## config.mk

```make
export PLATFORM = sky130hd
export DESIGN_NAME = perf_cycle_counter_flat
export DESIGN_NICKNAME = d
export VERILOG_FILES = /design/src/rtl/perf_cycle_counter_if.sv /design/src/rtl/perf_cycle_counter.sv /design/src/flat_wrapper.sv
export SDC_FILE = /design/constraint.sdc
export NUM_CORES = 1
export LEC_CHECK = 0
export ABC_AREA = 1
export BUFFER_PORTS_ARGS = -buffer_cell sky130_fd_sc_hd__buf_2
export CAP_MARGIN = 20
export CORE_ASPECT_RATIO = 1.25
export CORE_MARGIN = 5
export CORE_UTILIZATION = 35
export DETAILED_ROUTE_END_ITERATION = 7
export MAX_ROUTING_LAYER = met4
export PLACE_DENSITY = 0.48
export SYNTH_ARGS = -nofsm -noshare
export SYNTH_HDL_FRONTEND = slang
export SYNTH_SLANG_ARGS = --single-unit
```

## constraint.sdc

```tcl
create_clock -name clk -period 2.7 [get_ports clk]
set_input_delay 0.135 -clock clk [delete_from_list [all_inputs] [get_ports clk]]
set_output_delay 0.135 -clock clk [all_outputs]
set_load 0.01 [all_outputs]
```

## src/rtl/perf_cycle_counter_if.sv

```systemverilog
// Display/control bus of perf_cycle_counter.
//   done       : UUT status, low while an operation is in progress
//   clr        : synchronous clear of last/max/runs/overflow
//   sel        : display select (0 live, 1 last, 2 max, 3 runs)
//   cycles     : selected, prescaled value
//   busy       : measurement in progress (registered)
//   meas_valid : one-cycle strobe after a measurement is captured
//   overflow   : sticky saturation flag
// The slave modport is the counter; the master modport is whoever drives done/clr/sel.
interface perf_cycle_counter_if #(
  parameter int unsigned OUT_W = 16
) ();

  logic             done;
  logic             clr;
  logic [1:0]       sel;
  logic [OUT_W-1:0] cycles;
  logic             busy;
  logic             meas_valid;
  logic             overflow;

  modport master (
    output done,
    output clr,
    output sel,
    input  cycles,
    input  busy,
    input  meas_valid,
    input  overflow
  );

  modport slave (
    input  done,
    input  clr,
    input  sel,
    output cycles,
    output busy,
    output meas_valid,
    output overflow
  );

endinterface

```

## src/rtl/perf_cycle_counter.sv

```systemverilog
// Cycle-measurement unit: times the active-low interval of a UUT's done line.
// Keeps a live count, the last completed measurement, the maximum measurement and
// a run count, and drives a selectable, prescaled view of them onto the bus.
//   clk  : system clock
//   rstn : asynchronous active-low reset
//   bus  : perf_cycle_counter_if.slave (done, clr, sel in; cycles, busy,
//          meas_valid, overflow out)
// SHIFT + OUT_W must not exceed CNT_W.
module perf_cycle_counter #(
  parameter int unsigned CNT_W = 32,
  parameter int unsigned OUT_W = 16,
  parameter int unsigned SHIFT = 8,
  parameter int unsigned RUN_W = 16
) (
  input  logic                  clk,
  input  logic                  rstn,
  perf_cycle_counter_if.slave   bus
);

  localparam logic [CNT_W-1:0] CntMax = '1;
  localparam logic [RUN_W-1:0] RunMax = '1;

  logic             done_q, done_d;
  logic [CNT_W-1:0] cnt_q, cnt_d;
  logic [CNT_W-1:0] last_q, last_d;
  logic [CNT_W-1:0] max_q, max_d;
  logic [RUN_W-1:0] runs_q, runs_d;
  logic             ovf_q, ovf_d;
  logic             valid_q, valid_d;

  logic start_ev, count_ev, end_ev;
  logic cnt_sat, runs_sat;
  logic ovf_set;

  // Edge classification of done against its registered copy. Start and end are
  // mutually exclusive by construction.
  assign start_ev = done_q & ~bus.done;
  assign count_ev = ~done_q & ~bus.done;
  assign end_ev   = ~done_q & bus.done;

  assign cnt_sat  = (cnt_q == CntMax);
  assign runs_sat = (runs_q == RunMax);

  always_comb begin
    done_d  = bus.done;
    cnt_d   = cnt_q;
    last_d  = last_q;
    max_d   = max_q;
    runs_d  = runs_q;
    ovf_d   = ovf_q;
    valid_d = 1'b0;
    ovf_set = 1'b0;

    // Live counter is untouched by clr; the first low cycle counts as 1.
    if (start_ev) begin
      cnt_d = CNT_W'(1);
    end else if (count_ev) begin
      if (cnt_sat) begin
        ovf_set = 1'b1;
      end else begin
        cnt_d = cnt_q + CNT_W'(1);
      end
    end

    if (bus.clr) begin
      // clr wins over a coincident capture and over a coincident saturation.
      last_d = '0;
      max_d  = '0;
      runs_d = '0;
      ovf_d  = 1'b0;
    end else begin
      if (end_ev) begin
        last_d  = cnt_q;
        valid_d = 1'b1;
        if (cnt_q > max_q) begin
          max_d = cnt_q;
        end
        if (runs_sat) begin
          ovf_set = 1'b1;
        end else begin
          runs_d = runs_q + RUN_W'(1);
        end
      end
      ovf_d = ovf_q | ovf_set;
    end
  end

  always_ff @(posedge clk or negedge rstn) begin
    if (!rstn) begin
      done_q  <= 1'b1;
      cnt_q   <= '0;
      last_q  <= '0;
      max_q   <= '0;
      runs_q  <= '0;
      ovf_q   <= 1'b0;
      valid_q <= 1'b0;
    end else begin
      done_q  <= done_d;
      cnt_q   <= cnt_d;
      last_q  <= last_d;
      max_q   <= max_d;
      runs_q  <= runs_d;
      ovf_q   <= ovf_d;
      valid_q <= valid_d;
    end
  end

  // Run count is shown unshifted, zero-extended or truncated to the display width.
  logic [OUT_W-1:0] runs_view;
  if (RUN_W >= OUT_W) begin : g_runs_trunc
    assign runs_view = runs_q[OUT_W-1:0];
  end else begin : g_runs_ext
    assign runs_view = {{(OUT_W - RUN_W){1'b0}}, runs_q};
  end

  logic [OUT_W-1:0] cycles_mux;
  always_comb begin
    cycles_mux = '0;
    unique case (bus.sel)
      2'd0:    cycles_mux = cnt_q[SHIFT +: OUT_W];
      2'd1:    cycles_mux = last_q[SHIFT +: OUT_W];
      2'd2:    cycles_mux = max_q[SHIFT +: OUT_W];
      2'd3:    cycles_mux = runs_view;
      default: cycles_mux = '0;
    endcase
  end

  assign bus.cycles     = cycles_mux;
  assign bus.busy       = ~done_q;
  assign bus.meas_valid = valid_q;
  assign bus.overflow   = ovf_q;

  // Bits of last/runs outside the display window are intentionally not observed.
  logic unused_bits;
  assign unused_bits = ^{last_q, runs_q};

endmodule

```

## src/flat_wrapper.sv

```systemverilog
// flat-port wrapper written by rule: the top's interface ports become plain ports
module perf_cycle_counter_flat 
#(
  parameter int unsigned CNT_W = 32,
  parameter int unsigned OUT_W = 16,
  parameter int unsigned SHIFT = 8,
  parameter int unsigned RUN_W = 16
)
  (clk, rstn, bus_done, bus_clr, bus_sel, bus_cycles, bus_busy, bus_meas_valid, bus_overflow);
  perf_cycle_counter_if #(.OUT_W(OUT_W)) bus_i ();
  input  logic clk;
  input  logic rstn;
  input wire logic [$bits(bus_i.done)-1:0] bus_done;
  input wire logic [$bits(bus_i.clr)-1:0] bus_clr;
  input wire logic [$bits(bus_i.sel)-1:0] bus_sel;
  output wire logic [$bits(bus_i.cycles)-1:0] bus_cycles;
  output wire logic [$bits(bus_i.busy)-1:0] bus_busy;
  output wire logic [$bits(bus_i.meas_valid)-1:0] bus_meas_valid;
  output wire logic [$bits(bus_i.overflow)-1:0] bus_overflow;
  assign bus_i.done = bus_done;
  assign bus_i.clr = bus_clr;
  assign bus_i.sel = bus_sel;
  assign bus_cycles = bus_i.cycles;
  assign bus_busy = bus_i.busy;
  assign bus_meas_valid = bus_i.meas_valid;
  assign bus_overflow = bus_i.overflow;
  perf_cycle_counter #(.CNT_W(CNT_W), .OUT_W(OUT_W), .SHIFT(SHIFT), .RUN_W(RUN_W)) u_core (.clk(clk), .rstn(rstn), .bus(bus_i));
endmodule
```

==> results.yml <==
worst_setup_path:
  start_kind: "register"
  cp.arrival_ns: 2.41
  required_ns: 2.95
  critPathLaunch: "u_core.cnt_q[30]"
  path_max_fanout: 26
  worstReg2RegStart: "u_core.cnt_q[30]"
  end_kind: "register"
  crit_type: "register to register"
yosys:
  async_flop_share: 1.000
  ys_seq_area_frac: 0.3770
  synth_edf_count: 0
  syn_inst: 879
  syn_area_um2: 6574
  avgSynthCellArea_um2: 7.479
  synth_warnings: 0
  synth_ff_type: "dfrtp_1"
  ys_ff_latch: 99
  synth_nets: 919
  ys_types: 40
global_routing:
  grt_pass1_vias: 6028
  track_usage: 0.1986
  grt_overflow: 0
  grt_pass1_wl_mm: 32.92
  antenna_found_initial: 0
  grt_max_degree: 58
power:
  power_leakage_nw: 3.313
  pwr_density_cell_nw_per_um2: 493.5
  vdd_drop_max_uv: 340.5
sta:
  hold_viol_final: 0
  grt_setup_unrepaired: "false"
  slew-limit-headroom: 0.5708
  fin_crit_sh: 0.8025
  period_needed_ns: 2.167
  setup_viol: 0
  worstMarginPinSlew_ns: 0.6423
  finClkSkew_ns: 0.007384
  fmax_ghz: 0.4615
  slew_violations: 0
  tns_ns: 0
cells_and_area:
  final_nets: 949
  fillers: 1967
  drive_gt1_frac: 0.1280
  layout_common_cells: "nand2_1, dfrtp_1, inv_1"
  final_util: 0.3971
  area_growth_pct: 12.58
  diodes: 0
  final_common_cell: "nand2_1"
die:
  coreArea_um2: 18640
  die_w_um: 132.6
  ios: 25
  start_util: 0.3527
  dieArea_um2: 21640
  fp-row-count: 56
  chipHeight_um: 163.2
clock_network:
  cts_tree: "yes"
  cts-root-buf: "clkbuf_16"
  post_cts_resized: 0
  clk_pin_slew_worst_paths_ns: 0.07
  htree_levels: 3
  clock_sinks: 99
  cts_setup_buffers: 0
  clk_latency_ns: 0.35
  clk_path_buf_depth: 2
  hold_buffers: 2
  cts_buffers: 9
placement:
  port_buffers: 24
  gp_congestion: 0.9652
  dpl.hpwl_mm: 15.55
outcome:
  outcome: "finished clean"
routing:
  drt_iter0_markers: 259
  routedWlPerCell_um: 17.74
  wl_met2_mm: 10.53
  vias: 6040
  via_per_inst: 5.271
  met1_length_mm: 8.680
  dr.pass1.iters: 5
  antenna_left: 0
  wl_mm: 20.33
  highest_layer: "met4"
  drc: 0
  met3WireLength_um: 502
worst_hold_path:
  worstHoldStart: "bus_clr"
  min_path_type: "input pin to register"
run:
  maxCapViolations: 0
-- state kept, by name, summed over array words and instances, names as in the netlist --
| signal | count |
|---|---|
| u_core.bus.overflow | 1 |
| u_core.cnt_q | 32 |
| u_core.done_q | 1 |
| u_core.bus.meas_valid | 1 |
| u_core.last_q | 16 |
| u_core.max_q | 32 |
| u_core.runs_q | 16 |
-- Yosys cell counts (13+ instances only) --
cell         n  area share
a21oi_1     20       0.015
buf_2       13      0.0099
clkbuf_1    14      0.0080
dfrtp_1     98        0.37
ha_1        34       0.065
inv_1       97       0.055
nand2_1    228        0.13
nand3_1     89       0.068
nand4_1     51       0.049
nor2_1      60       0.034
nor3_1      22       0.017
o2111ai_1   16       0.021
o21ai_0     43       0.033
o21ai_2     14       0.019
-- cell families after synthesis --
| kind of cell | share of synthesized area |
|---|---|
| adder cells (fa/ha/maj) | 0.06471 |
| XOR/XNOR | 0.01332 |
| AO/OA/AOI/OAI | 0.1093 |
| buffers and inverters | 0.09022 |
| flip-flops | 0.3770 |
| AND/OR/NAND/NOR | 0.3455 |
-- routing by layer --
| metal | up-vias | global-route usage |
|---|---|---|
| li1 | 3039 | - |
| met1 | 2881 | 0.2314 |
| met2 | 92 | 0.3500 |
| met3 | 28 | 0.02742 |
| met4 | 0 | 0.07325 |
| met5 | - | - |
-- path summary, 6_finish.rpt --
path                                         end  slack [ns]  cells after the start
worst max register to register   u_core.max_q[5]        0.53                     11
max in group asynchronous       u_core.cnt_q[24]        1.65                      3
worst min-delay path            u_core.runs_q[3]        0.07                      2
worst min register to register  u_core.max_q[30]        0.50                      2
worst max-delay path             u_core.max_q[5]        0.53                     11
min in group asynchronous       u_core.runs_q[3]        0.32                      2
-- layout make-up --
cell class                 count  area (um^2)  share of cell area
clock inverter                 2        60.06            0.008115
multi-input combinational    639         3502              0.4732
tap                          232        290.3             0.03922
clock buffer                  14        264.0             0.03567
timing repair buffer          58        420.4             0.05680
sequential                    99         2479              0.3349
inverter                     102        385.4             0.05207
-- worst max-delay path, stage by stage (launching register included) --
cell and delay, ns:
dfrtp_1 0.46, ha_1 0.31, nand2_1 0.06, nor2_1 0.13
nand2_1 0.12, nor3_2 0.28, nand2_1 0.10, nand2_1 0.13
nand2_1 0.12, buf_12 0.19, nand3_1 0.08, nand2_1 0.06
-- through the flow --
stage               cells  power [W]  worst slack [ns]  instance area (um^2)  hold WS, ns
floorplan             879   0.001943            0.8411                  6574      -0.1606
global placement     1128   0.002259            0.4947                  7057       0.1813
detailed placement   1128   0.002255            0.4875                  7057       0.1851
CTS                  1146   0.003715            0.4786                  7401      0.05494
global route         1146   0.003831            0.2944                  7401      0.06591
finish               1146   0.003652            0.5331                  7401      0.07188
-- power by group --
part	internal (W)	switching [W]	total [W]	leakage, nW
clock network	0.000866	0.000586	0.00145	0.157
registers	0.00150	0.0000276	0.00153	1.37
logic	0.000194	0.000476	0.000670	1.78
total	0.00256	0.00109	0.00365	3.31
Power figures use the tool's default switching activity.
